`config.mk`:
```
export PLATFORM = sky130hd
export DESIGN_NAME = input_conditioner_flat
export DESIGN_NICKNAME = d
export VERILOG_FILES = /design/src/rtl/input_conditioner_if.sv /design/src/rtl/input_conditioner.sv /design/src/flat_wrapper.sv
export SDC_FILE = /design/constraint.sdc
export NUM_CORES = 1
export LEC_CHECK = 0
export CAP_MARGIN = 20
export CORE_ASPECT_RATIO = 0.9
export CORE_UTILIZATION = 40
export DETAILED_ROUTE_END_ITERATION = 10
export HOLD_SLACK_MARGIN = 0.06
export PLACE_DENSITY_LB_ADDON = 0.25
export SYNTH_ARGS = -nofsm -noshare
export SYNTH_HDL_FRONTEND = slang
export SYNTH_SLANG_ARGS = --single-unit
```
`constraint.sdc`:
```
create_clock -name CLK -period 2.6 [get_ports CLK]
set_clock_uncertainty 0.2 [all_clocks]
set_input_delay 0.52 -clock CLK [delete_from_list [all_inputs] [get_ports CLK]]
set_output_delay 0.52 -clock CLK [all_outputs]
set_load 0.03 [all_outputs]
```
`src/rtl/input_conditioner_if.sv`:
```
// Board-pin bundle between the raw SW/KEY inputs and the conditioned, registered outputs.
// master drives the raw pins; slave is the conditioner.
interface input_conditioner_if #(
    parameter int N_KEYS = 4,
    parameter int N_SW   = 10
);
    logic [N_KEYS-1:0] KEY_IN;
    logic [N_SW-1:0]   SW_IN;
    logic [N_KEYS-1:0] KEY_LVL;
    logic [N_KEYS-1:0] KEY_PRESS;
    logic [N_KEYS-1:0] KEY_RELEASE;
    logic [N_KEYS-1:0] KEY_REPEAT;
    logic [N_SW-1:0]   SW_OUT;
    logic              SW_CHANGED;

    modport master (
        output KEY_IN, SW_IN,
        input  KEY_LVL, KEY_PRESS, KEY_RELEASE, KEY_REPEAT, SW_OUT, SW_CHANGED
    );

    modport slave (
        input  KEY_IN, SW_IN,
        output KEY_LVL, KEY_PRESS, KEY_RELEASE, KEY_REPEAT, SW_OUT, SW_CHANGED
    );
endinterface

```
`src/rtl/input_conditioner.sv`:
```
// Synchronise + debounce KEY/SW pins; keys yield level, press, release and auto-repeat pulses.
// Latency 2+DEBOUNCE_CYCLES edges from raw change to output; free-running, no backpressure.
module input_conditioner #(
    parameter int N_KEYS          = 4,
    parameter int N_SW            = 10,
    parameter int DEBOUNCE_CYCLES = 16,
    parameter int REPEAT_DELAY    = 64,
    parameter int REPEAT_PERIOD   = 16
) (
    input logic                CLK,
    input logic                RST_N,
    input_conditioner_if.slave io
);
    localparam int NB   = N_KEYS + N_SW;
    localparam int DW   = $clog2(DEBOUNCE_CYCLES + 1);
    localparam int RMAX = (REPEAT_DELAY > REPEAT_PERIOD) ? REPEAT_DELAY : REPEAT_PERIOD;
    localparam int RW   = $clog2(RMAX + 1);

    localparam logic [DW-1:0] DB_LAST  = DW'(DEBOUNCE_CYCLES - 1);
    localparam logic [RW-1:0] RD_LAST  = RW'(REPEAT_DELAY - 1);
    localparam logic [RW-1:0] RP_LAST  = RW'(REPEAT_PERIOD - 1);
    // Keys idle high (released), switches idle low; keys and switches share one debounce vector.
    localparam logic [NB-1:0] SYNC_RST = {{N_SW{1'b0}}, {N_KEYS{1'b1}}};

    typedef enum logic [1:0] {
        R_IDLE   = 2'd0,
        R_DELAY  = 2'd1,
        R_REPEAT = 2'd2
    } rep_state_e;

    logic [NB-1:0]          s1_q, s1_d, s2_q, s2_d, st_q, st_d;
    logic [NB-1:0][DW-1:0]  db_cnt_q, db_cnt_d;
    logic [NB-1:0]          acc;
    logic [N_KEYS-1:0]      press_q, press_d, release_q, release_d, repeat_q, repeat_d;
    logic                   sw_chg_q, sw_chg_d;
    logic [N_KEYS-1:0][RW-1:0] rcnt_q, rcnt_d;
    rep_state_e             state_q [N_KEYS];
    rep_state_e             state_d [N_KEYS];

    function automatic logic [RW-1:0] sat_inc(input logic [RW-1:0] v);
        return (v == {RW{1'b1}}) ? v : v + 1'b1;
    endfunction

    // Synchroniser and per-bit debounce.
    always_comb begin
        s1_d     = {io.SW_IN, io.KEY_IN};
        s2_d     = s1_q;
        st_d     = st_q;
        db_cnt_d = '0;
        acc      = '0;
        for (int i = 0; i < NB; i++) begin
            if (s2_q[i] != st_q[i]) begin
                if (db_cnt_q[i] == DB_LAST) begin
                    acc[i]  = 1'b1;
                    st_d[i] = s2_q[i];
                end else if (db_cnt_q[i] != {DW{1'b1}}) begin
                    db_cnt_d[i] = db_cnt_q[i] + 1'b1;
                end else begin
                    db_cnt_d[i] = db_cnt_q[i];
                end
            end
        end
        press_d   = acc[N_KEYS-1:0] & ~s2_q[N_KEYS-1:0];
        release_d = acc[N_KEYS-1:0] &  s2_q[N_KEYS-1:0];
        sw_chg_d  = |acc[NB-1:N_KEYS];
    end

    // Auto-repeat FSM; release is checked first so it always wins over a pending pulse.
    always_comb begin
        state_d  = state_q;
        rcnt_d   = rcnt_q;
        repeat_d = '0;
        if (REPEAT_DELAY != 0) begin
            for (int k = 0; k < N_KEYS; k++) begin
                if (release_d[k]) begin
                    state_d[k] = R_IDLE;
                    rcnt_d[k]  = '0;
                end else begin
                    case (state_q[k])
                        R_IDLE: begin
                            if (press_d[k]) begin
                                state_d[k] = R_DELAY;
                                rcnt_d[k]  = '0;
                            end
                        end
                        R_DELAY: begin
                            if (rcnt_q[k] == RD_LAST) begin
                                repeat_d[k] = 1'b1;
                                state_d[k]  = R_REPEAT;
                                rcnt_d[k]   = '0;
                            end else begin
                                rcnt_d[k] = sat_inc(rcnt_q[k]);
                            end
                        end
                        R_REPEAT: begin
                            if (rcnt_q[k] == RP_LAST) begin
                                repeat_d[k] = 1'b1;
                                rcnt_d[k]   = '0;
                            end else begin
                                rcnt_d[k] = sat_inc(rcnt_q[k]);
                            end
                        end
                        default: begin
                            state_d[k] = R_IDLE;
                            rcnt_d[k]  = '0;
                        end
                    endcase
                end
            end
        end
    end

    always_ff @(posedge CLK or negedge RST_N) begin
        if (!RST_N) begin
            s1_q      <= SYNC_RST;
            s2_q      <= SYNC_RST;
            st_q      <= SYNC_RST;
            db_cnt_q  <= '0;
            press_q   <= '0;
            release_q <= '0;
            repeat_q  <= '0;
            sw_chg_q  <= 1'b0;
            rcnt_q    <= '0;
            for (int k = 0; k < N_KEYS; k++) state_q[k] <= R_IDLE;
        end else begin
            s1_q      <= s1_d;
            s2_q      <= s2_d;
            st_q      <= st_d;
            db_cnt_q  <= db_cnt_d;
            press_q   <= press_d;
            release_q <= release_d;
            repeat_q  <= repeat_d;
            sw_chg_q  <= sw_chg_d;
            rcnt_q    <= rcnt_d;
            state_q   <= state_d;
        end
    end

    assign io.KEY_LVL     = ~st_q[N_KEYS-1:0];
    assign io.SW_OUT      = st_q[NB-1:N_KEYS];
    assign io.KEY_PRESS   = press_q;
    assign io.KEY_RELEASE = release_q;
    assign io.KEY_REPEAT  = repeat_q;
    assign io.SW_CHANGED  = sw_chg_q;
endmodule

```
`src/flat_wrapper.sv`:
```
// flat-port wrapper written by rule: the top's interface ports become plain ports
module input_conditioner_flat 
#(
    parameter int N_KEYS          = 4,
    parameter int N_SW            = 10,
    parameter int DEBOUNCE_CYCLES = 16,
    parameter int REPEAT_DELAY    = 64,
    parameter int REPEAT_PERIOD   = 16
)
  (CLK, RST_N, io_KEY_IN, io_SW_IN, io_KEY_LVL, io_KEY_PRESS, io_KEY_RELEASE, io_KEY_REPEAT, io_SW_OUT, io_SW_CHANGED);
  input_conditioner_if #(.N_KEYS(N_KEYS), .N_SW(N_SW)) io_i ();
  input logic CLK;
  input logic RST_N;
  input wire logic [$bits(io_i.KEY_IN)-1:0] io_KEY_IN;
  input wire logic [$bits(io_i.SW_IN)-1:0] io_SW_IN;
  output wire logic [$bits(io_i.KEY_LVL)-1:0] io_KEY_LVL;
  output wire logic [$bits(io_i.KEY_PRESS)-1:0] io_KEY_PRESS;
  output wire logic [$bits(io_i.KEY_RELEASE)-1:0] io_KEY_RELEASE;
  output wire logic [$bits(io_i.KEY_REPEAT)-1:0] io_KEY_REPEAT;
  output wire logic [$bits(io_i.SW_OUT)-1:0] io_SW_OUT;
  output wire logic [$bits(io_i.SW_CHANGED)-1:0] io_SW_CHANGED;
  assign io_i.KEY_IN = io_KEY_IN;
  assign io_i.SW_IN = io_SW_IN;
  assign io_KEY_LVL = io_i.KEY_LVL;
  assign io_KEY_PRESS = io_i.KEY_PRESS;
  assign io_KEY_RELEASE = io_i.KEY_RELEASE;
  assign io_KEY_REPEAT = io_i.KEY_REPEAT;
  assign io_SW_OUT = io_i.SW_OUT;
  assign io_SW_CHANGED = io_i.SW_CHANGED;
  input_conditioner #(.N_KEYS(N_KEYS), .N_SW(N_SW), .DEBOUNCE_CYCLES(DEBOUNCE_CYCLES), .REPEAT_DELAY(REPEAT_DELAY), .REPEAT_PERIOD(REPEAT_PERIOD)) u_core (.CLK(CLK), .RST_N(RST_N), .io(io_i));
endmodule
```
==> results.ini, run 1 <==
[grt]
grt_max_degree=63
antenna_found_initial=0
grt_pass1_vias=5606
grt.met3_usage_pct=4.21
overflow=0
grt_use_met2_pct=26.8
met1_usage_pct=19.3
gr-usage-all-layers_pct=15.8
gr-max-usage-layer=met2
grt_pass1_wl_um=25300

[clock_tree]
cts_buffers=17
cts_tree=done
post_cts_buffers=0
cts_resized=0
cts-root-buf=clkbuf_16
cts_max_level=4
clk_path_buf_depth=2
clk_pin_slew_ns=0.06
insertion_delay_ns=0.42
cts_hold_buffers=1
cts_sinks=161

[routing]
drc=0
ant_nets=0
via_count=5574
drtIter0Drc=265
routed_wl_um=14200
dr.pass1.iters=5
vias_per_cell=5.31
wl_per_cell_um=13.5

[pwr]
power_density_nw_per_um2=725
ir_drop_mv=0.444
power.share.combinational_pct=16.6
p_leak_uw=0.00384
p_clk_share_pct=40.3
pwr-share-seq_pct=43.1
p_switching_uw=1800
p_int_uw=4660
switching_share_pct=27.9

[setup_path]
endpoint_kind=primary output
r2r-start=u_core.db_cnt_q[5]
cp.arrival_ns=1.65
worstSetupPathType=reg2out
worstPathMaxFanout=4
worstPathRequired_ns=1.88
cp-startpoint=u_core.st_q[0]
startpoint_type=flop

[worst_hold_path]
min_from=u_core.s1_q[9]
hp-class=reg2reg

[logic_synthesis]
ys.flop_type=dfrtp_1
synthArstFlopShare_pct=100
synth_cell_types=59
synth_edf_count=0
synthCells=739
netlist_area_um2=7590
yosys_warnings=0
ys_seq_area_share_pct=53.3
synth_seq_cells=161
avgSynthCellArea_um2=10.3
synth_fp_nets=785

[layout]
syn_to_final_growth_pct=17.3
stdcell_count=1049
final_common_cell=dfrtp_1
fillers=1662
drive_above_1_share_pct=11.3
multi_input_area_um2=3370
num_antenna_cells=0
final-seq-area_um2=4040
nets=837
final_cell_mix=149 x dfrtp_1, 96 x nor2_1, 71 x nand2_1

[timing]
hold_viol=0
tightestPinTransition_ns=0.648
fin_tns_setup_ns=0
rsz0062_at_grt=false
max_slew_margin_pct=56.5
timing.fmax_ghz=0.421
setup_viol=0
slew_viol_final=0
post-route-period-util_pct=91.3
min_period_ns=2.37

[die]
core_um2=18500
die_h_um=133
dieArea_um2=19500
ios=43
die_x_um=147
core.rowCount=47
start_util_pct=41.1

[placed_design]
dp_hpwl_um=9750
gp_congestion=0.842
dp_cells=1016
port-buffer-count=42

[run]
cap_violations=0

[status]
status=finished, final reports clean

sequential cells by signal, indices dropped and copies added, names as in the netlist:
name and count:
u_core.s2_q 14, u_core.io.KEY_REPEAT 4, u_core.rcnt_q 28, u_core.st_q 14, u_core.state_q 8, u_core.io.KEY_RELEASE 4
u_core.io.SW_CHANGED 1, u_core.db_cnt_q 70, u_core.s1_q 14, u_core.io.KEY_PRESS 4
cell type report:
cell class / instances / area share [%]
Clock buffer: 21 / 5.28
Tap cell: 245 / 3.44
Inverter: 22 / 0.927
Timing Repair Buffer: 46 / 5.38
Sequential cell: 161 / 45.4
Multi-Input combinational cell: 543 / 37.8
Clock inverter: 11 / 1.73
power by group through the flow:
stage               Sequential (uW)  Clock (uW)  Combinational, uW
CTS                            2780        2690               1080
global route                   2800        2790               1230
detailed placement             2830           0               1070
floorplan                      2800           0                824
finish                         2780        2600               1070
global placement               2810           0               1030
through the flow:
step                      total power (uW)  hold slack, ns  worst slack, ns  instance area, um^2  util (%)
final                                 6460           0.145            0.225                 8900      48.2
after global placement                3850           0.135            0.629                 8270      44.8
after detailed placement              3900           0.135            0.514                 8270      44.8
after CTS                             6550           0.149            0.212                 8900      48.2
after global routing                  6820           0.153            0.191                 8900      48.2
after floorplan                       3620          0.0244            0.735                 7590         -
worst max-delay path: stages (launching register included):
cell	delay (ns)
dfstp_2	0.57
inv_1	0.07
clkdlybuf4s50_1	0.59
path summary, 6_finish.rpt:
kind / to / slack [ns] / depth (start not counted)
hold / removal: u_core.s2_q[9] / 0.15 / 0
setup reg to reg: u_core.rcnt_q[8] / 0.51 / 6
setup / recovery: io_KEY_LVL[0] / 0.23 / 2
max in group asynchronous: u_core.st_q[3] / 1.13 / 3
min in group asynchronous: u_core.state_q[4] / 0.38 / 2
hold reg to reg: u_core.s2_q[9] / 0.15 / 0
synthesized netlist by cell type (3+ instances only):
master | number | area share (%)
dfrtp_1 | 149 | 49
nor2_1 | 96 | 4.7
nand2_1 | 71 | 3.5
a21oi_1 | 64 | 4.2
nand3_1 | 38 | 2.5
nor3_1 | 36 | 2.4
ha_1 | 30 | 4.9
mux2_2 | 24 | 3.6
inv_1 | 22 | 1.1
o21ai_0 | 22 | 1.5
nand4b_1 | 14 | 1.6
nor2b_1 | 14 | 1.2
xnor2_1 | 13 | 1.5
dfstp_2 | 12 | 4.2
a31oi_1 | 11 | 0.91
buf_4 | 10 | 0.99
nand4_1 | 10 | 0.82
mux2i_1 | 9 | 1.2
and3_1 | 8 | 0.66
o21ai_1 | 8 | 0.53
nand2b_1 | 7 | 0.58
a211oi_1 | 4 | 0.40
a21o_1 | 4 | 0.40
a21oi_2 | 4 | 0.46
a311oi_1 | 4 | 0.46
nor4_1 | 4 | 0.33
o21a_1 | 4 | 0.40
o31ai_1 | 4 | 0.40
a22o_1 | 3 | 0.35
and2_1 | 3 | 0.25
o21ai_2 | 3 | 0.35
o22ai_1 | 3 | 0.25
layer usage:
metal / share of wire, % / up-vias
li1: - / 2761
met3: 3.8 / 9
met2: 50 / 93
met4: 1.4 / 0
met1: 45 / 2711
met5: 0 / -
cells by family (layout without fill, tap and decap cells):
family          after synthesis  after routing  synth area share [%]
simple gates                310            310                  19.9
fa+ha+maj                    30             30                  4.95
mux                          33             33                  4.75
compound gates              156            156                  13.0
buf+inv                      35            100                  2.34
flops                       161            161                  53.3
xor+xnor                     14             14                  1.71
No activity file was read; power rests on OpenSTA's default activity.
==> run 2, diff against run 1 <==
Settings changed: CORE_ASPECT_RATIO 0.9 to 1.1, CORE_UTILIZATION 40 to 50, GPL_TIMING_DRIVEN from default to 0.
==> results.ini, run 2 (synthesis gave the netlist of run 1 again) <==
[status]
status=finished, final reports clean

[pwr]
power_density_nw_per_um2=698  ; -3.7%
p_leak_uw=0.00385  ; +0.41%
post-layout-total-power_uw=6160  ; -4.6%
ir_drop_mv=0.429  ; -3.2%

[layout]
nets=848  ; +1.3%
syn_to_final_growth_pct=16.2
postLayoutCellArea_um2=8820  ; -0.93%
final_common_cell=dfrtp_1
drive_above_1_share_pct=12.1  ; +0.83 points
regMostFlops=u_core.db_cnt_q
largest_reg_flops=70  ; unchanged
final_cell_mix=149 x dfrtp_1, 96 x nor2_1, 71 x nand2_1
num_antenna_cells=0  ; unchanged
top_regs=u_core.db_cnt_q x70, u_core.rcnt_q x28

[timing]
min_period_ns=2.35  ; -0.0227 ns
setup_viol=0  ; unchanged
hold_viol=0  ; unchanged
post-route-period-util_pct=90.5  ; -0.87 points
slew_viol_final=0  ; unchanged
rsz0062_at_grt=false
tightestPinTransition_ns=0.714  ; +0.0660 ns
timing.fmax_ghz=0.425  ; +0.96%
max_slew_margin_pct=52.4  ; -4.1 points
fin_tns_setup_ns=0  ; unchanged

[grt]
grt_pass1_wl_um=24600  ; -2.7%
overflow=0  ; unchanged
antenna_found_initial=0  ; unchanged
gr-usage-all-layers_pct=19.3  ; +3.5 points
grt_max_degree=85  ; +35%
grt_pass1_vias=5687  ; +1.4%

[worst_hold_path]
hp-class=reg2reg
whs_path_depth=0  ; unchanged

[setup_path]
endpoint_kind=primary output
startpoint_type=flop
worstSetupPathType=reg2out
worstPathMaxFanout=4  ; unchanged
worstPathRequired_ns=1.88  ; about the same
cp.arrival_ns=1.63  ; -0.02 ns
rr_worst_depth=5  ; -1

[die]
die_x_um=119  ; -19%
dieArea_um2=15700  ; -20%
ios=43  ; unchanged
core.rowCount=46  ; -2.1%
start_util_pct=51.9  ; +11 points
die_h_um=131  ; -1.1%
core_um2=14600  ; -21%

[clock_tree]
cts_resized=0  ; unchanged
cts_tree=done
cts_hold_buffers=1  ; unchanged
cts_sinks=161  ; unchanged
post_cts_buffers=0  ; unchanged
insertion_delay_ns=0.43  ; about the same
clk_path_buf_depth=2  ; unchanged
clk_pin_slew_ns=0.06  ; about the same
cts-root-buf=clkbuf_16
cts_buffers=17  ; unchanged
cts_max_level=4  ; unchanged

[routing]
ant_nets=0  ; unchanged
wl_per_cell_um=13.8  ; +2.1%
vias_per_cell=5.63  ; +5.9%
drc=0  ; unchanged
routed_wl_um=13900  ; -2.0%
drtIter0Drc=331  ; +25%
dr.pass1.iters=4  ; -1
via_count=5668  ; +1.7%

[placed_design]
port-buffer-count=42  ; unchanged
gp_congestion=0.812  ; -3.5%
dp_hpwl_um=9750  ; about the same
dpl_cell_area_um2=8280  ; +0.11%

[run]
cap_violations=0  ; unchanged

## run 2: critical path, stage by stage, from the launching register on
cell and delay, ns:
dfstp_2 0.57, inv_1 0.06, clkdlybuf4s50_1 0.58
## run 2: final cells by class
class | count | area (um^2)
fill | 1228 | 5800
buffer | 13 | 95.1
clock buffer | 20 | 437
multi-input combinational | 543 | 3370
clock inverter | 12 | 96.3
timing repair buffer | 44 | 459
sequential | 161 | 4040
tap | 192 | 240
inverter | 22 | 82.6
## run 2: final timing paths
path	start	endpoint	slack (ns)
setup / recovery	u_core.st_q[0]	io_KEY_LVL[0]	0.25
hold / removal	u_core.s1_q[6]	u_core.s2_q[6]	0.14
setup reg to reg	u_core.db_cnt_q[0]	u_core.rcnt_q[3]	0.46
hold reg to reg	u_core.s1_q[6]	u_core.s2_q[6]	0.14
max in group asynchronous	RST_N	u_core.st_q[3]	0.85
min in group asynchronous	RST_N	u_core.db_cnt_q[39]	0.48
## run 2: power breakdown
group	internal (uW)	total (uW)	switching [uW]
sequential	2660	2790	128
combinational	422	1110	685
clock	1300	2270	965
total	4380	6160	1780
## run 2: routing by layer
layer  global-route usage [%]  vias to the layer above  wire (um)
met5                        0                        -          0
met4                     8.13                        0        283
met3                     4.73                       25        421
met2                     34.3                       79       7280
met1                     21.9                     2783       5890
li1                         -                     2781          -
## run 2: metrics by stage
step                std cells  hold slack (ns)  util [%]  setup slack (ns)
finish                   1007            0.142      60.3             0.248
global route             1007            0.150      60.3             0.188
CTS                      1007            0.150      60.3             0.225
detailed placement        974            0.137      56.6             0.510
global placement          973            0.132      56.4             -5.51
floorplan                 739           0.0244         -             0.735
